**config.mk**
```make
export PLATFORM = sky130hd
export DESIGN_NAME = ts_elastic_stage_flat
export DESIGN_NICKNAME = d
export VERILOG_FILES = /design/src/rtl/ts_elastic_stage_if.sv /design/src/rtl/ts_elastic_stage.sv /design/src/flat_wrapper.sv
export SDC_FILE = /design/constraint.sdc
export NUM_CORES = 1
export LEC_CHECK = 0
export ABC_AREA = 1
export CAP_MARGIN = 25
export CORE_ASPECT_RATIO = 0.75
export CORE_MARGIN = 2
export CORE_UTILIZATION = 50
export DETAILED_ROUTE_END_ITERATION = 10
export PLACE_DENSITY = 0.74
export SYNTH_ARGS = -nofsm -noshare
export SYNTH_HDL_FRONTEND = slang
export SYNTH_SLANG_ARGS = --single-unit
```
**constraint.sdc**
```tcl
create_clock -name clk -period 9.37 [get_ports clk]
set_input_delay 1.874 -clock clk [delete_from_list [all_inputs] [get_ports clk]]
set_output_delay 1.874 -clock clk [all_outputs]
set_load 0.01 [all_outputs]
```
**src/rtl/ts_elastic_stage_if.sv**
```systemverilog
// Handshake bundle for ts_elastic_stage: ingress valid/ready plus
// egress valid/ready with the head entry's timestamp and age.
interface ts_elastic_stage_if #(
  parameter int unsigned DATA_W = 8,
  parameter int unsigned TS_W   = 32
);
  logic [DATA_W-1:0] in_data;
  logic              in_valid;
  logic              in_ready;
  logic [DATA_W-1:0] out_data;
  logic              out_valid;
  logic              out_ready;
  logic [TS_W-1:0]   out_ts;
  logic [TS_W-1:0]   out_age;

  modport master (
    output in_data, in_valid, out_ready,
    input  in_ready, out_data, out_valid, out_ts, out_age
  );

  modport slave (
    input  in_data, in_valid, out_ready,
    output in_ready, out_data, out_valid, out_ts, out_age
  );
endinterface

```
**src/rtl/ts_elastic_stage.sv**
```systemverilog
// DEPTH-entry elastic FIFO stage that tags each word with cycle_cnt at
// acceptance and reports head timestamp, dwell age and a max-age statistic.
module ts_elastic_stage #(
  parameter int unsigned DATA_W = 8,
  parameter int unsigned DEPTH  = 2,
  parameter int unsigned TS_W   = 32
) (
  input  logic                   clk,
  input  logic                   rst,
  input  logic [TS_W-1:0]        cycle_cnt,
  ts_elastic_stage_if.slave      bus,
  output logic [$clog2(DEPTH):0] count,
  input  logic                   clr_stats,
  output logic [TS_W-1:0]        max_age
);

  localparam int unsigned PTR_W = $clog2(DEPTH);
  localparam int unsigned CNT_W = PTR_W + 1;
  localparam logic [CNT_W-1:0] FULL = CNT_W'(DEPTH);

  logic [DATA_W-1:0] data_mem [DEPTH];
  logic [TS_W-1:0]   ts_mem   [DEPTH];
  logic [PTR_W-1:0]  wr_ptr;
  logic [PTR_W-1:0]  rd_ptr;
  logic              push;
  logic              pop;
  logic [TS_W-1:0]   head_age;

  // Ready looks only at occupancy, so a full stage never admits a word on
  // the same edge that frees a slot.
  assign bus.in_ready  = !rst && (count != FULL);
  assign bus.out_valid = (count != '0);
  assign bus.out_data  = data_mem[rd_ptr];
  assign bus.out_ts    = ts_mem[rd_ptr];
  assign bus.out_age   = head_age;

  always_comb begin
    push     = bus.in_valid && bus.in_ready;
    pop      = bus.out_valid && bus.out_ready && !rst;
    head_age = cycle_cnt - ts_mem[rd_ptr];
  end

  always_ff @(posedge clk) begin
    if (push) begin
      data_mem[wr_ptr] <= bus.in_data;
      ts_mem[wr_ptr]   <= cycle_cnt;
    end
  end

  always_ff @(posedge clk) begin
    if (rst) begin
      wr_ptr  <= '0;
      rd_ptr  <= '0;
      count   <= '0;
      max_age <= '0;
    end else begin
      if (push) wr_ptr <= wr_ptr + PTR_W'(1);
      if (pop)  rd_ptr <= rd_ptr + PTR_W'(1);
      case ({push, pop})
        2'b10:   count <= count + CNT_W'(1);
        2'b01:   count <= count - CNT_W'(1);
        default: count <= count;
      endcase
      // A clear coinciding with a pop restarts the statistic from that pop.
      if (pop) begin
        if (clr_stats || (head_age > max_age)) max_age <= head_age;
      end else if (clr_stats) begin
        max_age <= '0;
      end
    end
  end

endmodule

```
**src/flat_wrapper.sv**
```systemverilog
// flat-port wrapper written by rule: the top's interface ports become plain ports
module ts_elastic_stage_flat 
#(
  parameter int unsigned DATA_W = 8,
  parameter int unsigned DEPTH  = 2,
  parameter int unsigned TS_W   = 32
)
  (clk, rst, cycle_cnt, count, clr_stats, max_age, bus_in_data, bus_in_valid, bus_out_ready, bus_in_ready, bus_out_data, bus_out_valid, bus_out_ts, bus_out_age);
  ts_elastic_stage_if #(.DATA_W(DATA_W), .TS_W(TS_W)) bus_i ();
  input  logic clk;
  input  logic rst;
  input  logic [TS_W-1:0] cycle_cnt;
  output logic [$clog2(DEPTH):0] count;
  input  logic clr_stats;
  output logic [TS_W-1:0] max_age;
  input wire logic [$bits(bus_i.in_data)-1:0] bus_in_data;
  input wire logic [$bits(bus_i.in_valid)-1:0] bus_in_valid;
  input wire logic [$bits(bus_i.out_ready)-1:0] bus_out_ready;
  output wire logic [$bits(bus_i.in_ready)-1:0] bus_in_ready;
  output wire logic [$bits(bus_i.out_data)-1:0] bus_out_data;
  output wire logic [$bits(bus_i.out_valid)-1:0] bus_out_valid;
  output wire logic [$bits(bus_i.out_ts)-1:0] bus_out_ts;
  output wire logic [$bits(bus_i.out_age)-1:0] bus_out_age;
  assign bus_i.in_data = bus_in_data;
  assign bus_i.in_valid = bus_in_valid;
  assign bus_i.out_ready = bus_out_ready;
  assign bus_in_ready = bus_i.in_ready;
  assign bus_out_data = bus_i.out_data;
  assign bus_out_valid = bus_i.out_valid;
  assign bus_out_ts = bus_i.out_ts;
  assign bus_out_age = bus_i.out_age;
  ts_elastic_stage #(.DATA_W(DATA_W), .DEPTH(DEPTH), .TS_W(TS_W)) u_core (.clk(clk), .rst(rst), .cycle_cnt(cycle_cnt), .bus(bus_i), .count(count), .clr_stats(clr_stats), .max_age(max_age));
endmodule
```
==> impl_results.md <==
* Root buf cell: clkbuf_16
* Clock Pin Slew Worst Setup and Hold Paths at 0.06 ns
* Antenna cells at 0
* Worst path arrival time at 4.50 ns
* Setup slack, reg-to-reg at 4.43 ns
* Post-CTS sizing at 0
* Hold path depth at 2
* Number of global-route vias before repair at 6,536
* Reg-to-reg endpoint: u_core.max_age[30]$_SDFFE_PP0P_
* Hold Crit Endpoint: u_core.max_age[19]$_SDFFE_PP0P_
* DPL Wire Length at 15.0 mm
* Main combinational cell family by area after synthesis: simple AND/OR/NAND/NOR gates
* Final Hold Viols at 0
* Layout cell share with drive strength beyond 1 at 10.3%
* Routed len/inst at 13.6 um
* Most frequent cells in the layout: nand2_1 (310), inv_1 (252), clkdlybuf4s50_1 (151)
* Core area at 16,100 um2
* Placement Setup Slack at 3.04 ns
* Crit path capture type: output pin
* Rows at 40
* Reg2Reg Depth at 24
* Cell accounting for the most synthesized area: edfxtp_1
* Setup Fix Bufs, Post-CTS at 0
* Hold Path Class: reg -> reg
* Area grow syn2layout at 27.3%
* WHS at 0.497 ns
* Starting DRT DRC Count at 389
* CTS Buf Count at 17
* Startpoint Class: input port
* Final Max Slew Viols at 0
* #FFs+latches synth at 117
* Max Root-Sink Buffers at 2
* Detail Route Antenna Nets at 0
* Final Cycle Share at 68.1%
* Die Area at 17,500 um2
* Unrepaired setup endpoints after global routing: no
* Hold-fix buffers, CTS at 0
* Max_slew headroom at 55.4%
* Largest net degree at the start of global routing at 72
* Die extent in y at 115 um
* Final TNS setup at 0 ns
* Synth cell types at 36
* First-pass GRT wire length at 32.3 mm
* Vias per Instance at 4.79
* CTS tree: done
* P_leak at 4.86 nW
* Xor/xnor share of the synthesized area at 1.81%
* CP max FO at 3
* Hold path start: u_core.max_age[19]$_SDFFE_PP0P_
* Post-synth top area share at 29.2%
* Initial Utilization at 51.2%
* Synthesized cell area at 8230 um2
* DRC at 0
* Initial antenna violation count at 0
* Synth Area in Simple Gates at 26.7%
* Maximum vdd drop at 0.133 mV
* Power Total at 1.89 mW
* Pwr/cell area at 181 nW/um2
* Worst slew pin tran at 0.670 ns
* Status: finished, final reports clean
* Synth Area in Compound Gates at 8.32%
* Worst EP required at 7.50 ns
* Clock skew at 0.00967 ns
* Yosys warnings at 0
* Final setup margin at 2.99 ns
* Post-Synth Adder-Cell Area at 9.98%
* Syn Nets at 1,215
* Max Clock Freq at 157 MHz
* Sequential-to-total area share from yosys stat at 38.2%
* Final WL at 20.1 mm
* Drt first pass iters at 5
* Max H-tree Level at 4
* Synth Area per Inst at 7.45 um2
* # clock sinks at 117
* Total number of vias at 7,081
* Horiz. Die Dim at 152 um
* Max Cap Viol at 0
* Mux share of post-synthesis cell area at 1.23%
* Gr ovfl total at 0
* Buffers on Ports at 152
* Final setup violation count at 0
* Commonest non-fill, non-tap cell in the layout: nand2_1
* Gr usage total at 23.4%
* Ports at 153
* Crit path kind: in -> out
* Clock latency on the worst-skew pair at 0.43 ns
* Final #Nets at 1,366
* Min Clock Period, post-route at 6.38 ns
* Synth area leaders: edfxtp_1 (29%), nand2_1 (14%), inv_1 (11%)
* Routability Congestion at 0.974
* Syn Inst Count at 1,105
-- stage by stage --
stage / utilization, % / std cells / cell area (um2)
finish: 65.2 / 1479 / 10500
global route: 65.2 / 1479 / 10500
CTS: 65.1 / 1478 / 10500
detailed placement: 61.5 / 1446 / 9880
global placement: 61.5 / 1446 / 9880
floorplan: - / 1105 / 8230
-- power breakdown --
group | total (mW) | internal [mW] | switching (mW)
Combinational | 0.689 | 0.288 | 0.401
Clock | 0.628 | 0.371 | 0.257
Sequential | 0.577 | 0.571 | 0.00593
-- critical path: stages --
cell	delay (ns)
clkdlybuf4s50_1	0.45
inv_1	0.07
ha_1	0.14
inv_1	0.08
fa_1	0.43
nand3_1	0.11
nand3_1	0.12
nand2_1	0.09
nand2_1	0.11
nand3_1	0.16
nand3_1	0.10
nand2_1	0.06
nand2_1	0.08
inv_1	0.10
clkdlybuf4s50_1	0.54
-- routing by layer --
layer	routed length [um]	share of wire, %	track usage (%)
met1	9740	48	31.3
met2	9050	45	38.2
met3	1040	5.2	5.09
met4	289	1.4	7.41
met5	0	0	0
-- how the worst max path moves through the flow --
stage / startpoint / to / slack (ns) / cells past startpoint
6_report: cycle_cnt[0] / bus_out_age[24] / 2.99 / 15
4_1_cts: cycle_cnt[0] / bus_out_age[24] / 3.02 / 15
3_3_place_gp: cycle_cnt[0] / bus_out_age[24] / 3.09 / 15
2_1_floorplan: cycle_cnt[0] / bus_out_age[24] / 4.28 / 13
5_1_grt: cycle_cnt[0] / bus_out_age[24] / 2.82 / 15
3_5_place_dp: cycle_cnt[0] / bus_out_age[24] / 3.04 / 15
-- synth_stat cells (all sizes together) --
library cell,n
a21o,2
and2,2
nand2,348
xnor2,4
fa,1
mux2,9
clkbuf,13
dfxtp,37
inv,255
nor4,1
nor3b,1
a21oi,71
xor2,13
edfxtp,80
nor3,10
o21a,2
nor2,82
buf,12
o21bai,1
nand4,4
o21ai,35
nand3,48
nand3b,10
ha,64
-- sequential cells by signal (all words and copies together) (netlist names), named ones only --
| signal | flops |
|---|---|
| u_core.count | 2 |
| u_core.rd_ptr | 1 |
| u_core.ts_mem | 64 |
| u_core.data_mem | 16 |
| u_core.wr_ptr | 1 |
| u_core.max_age | 32 |
-- cell families (layout without fill, tap and decap cells) --
logic type                 count (synthesis)  after routing
and+or+nand+nor                          506            506
buffers and inverters                    280            444
DFF                                      117            117
AOI/OAI and AO/OA                        111            111
adders and majority gates                 65             65
xor gates and xnor gates                  17             17
muxes                                      9              9
-- final cells by class --
class / instances / area [um2]
Sequential cell: 117 / 3140
Multi-Input combinational cell: 708 / 3970
Fill cell: 1431 / 5590
Timing Repair Buffer: 157 / 1570
Clock inverter: 14 / 141
Inverter: 255 / 957
Tap cell: 210 / 263
Clock buffer: 18 / 429
Power figures use the tool's default switching activity.
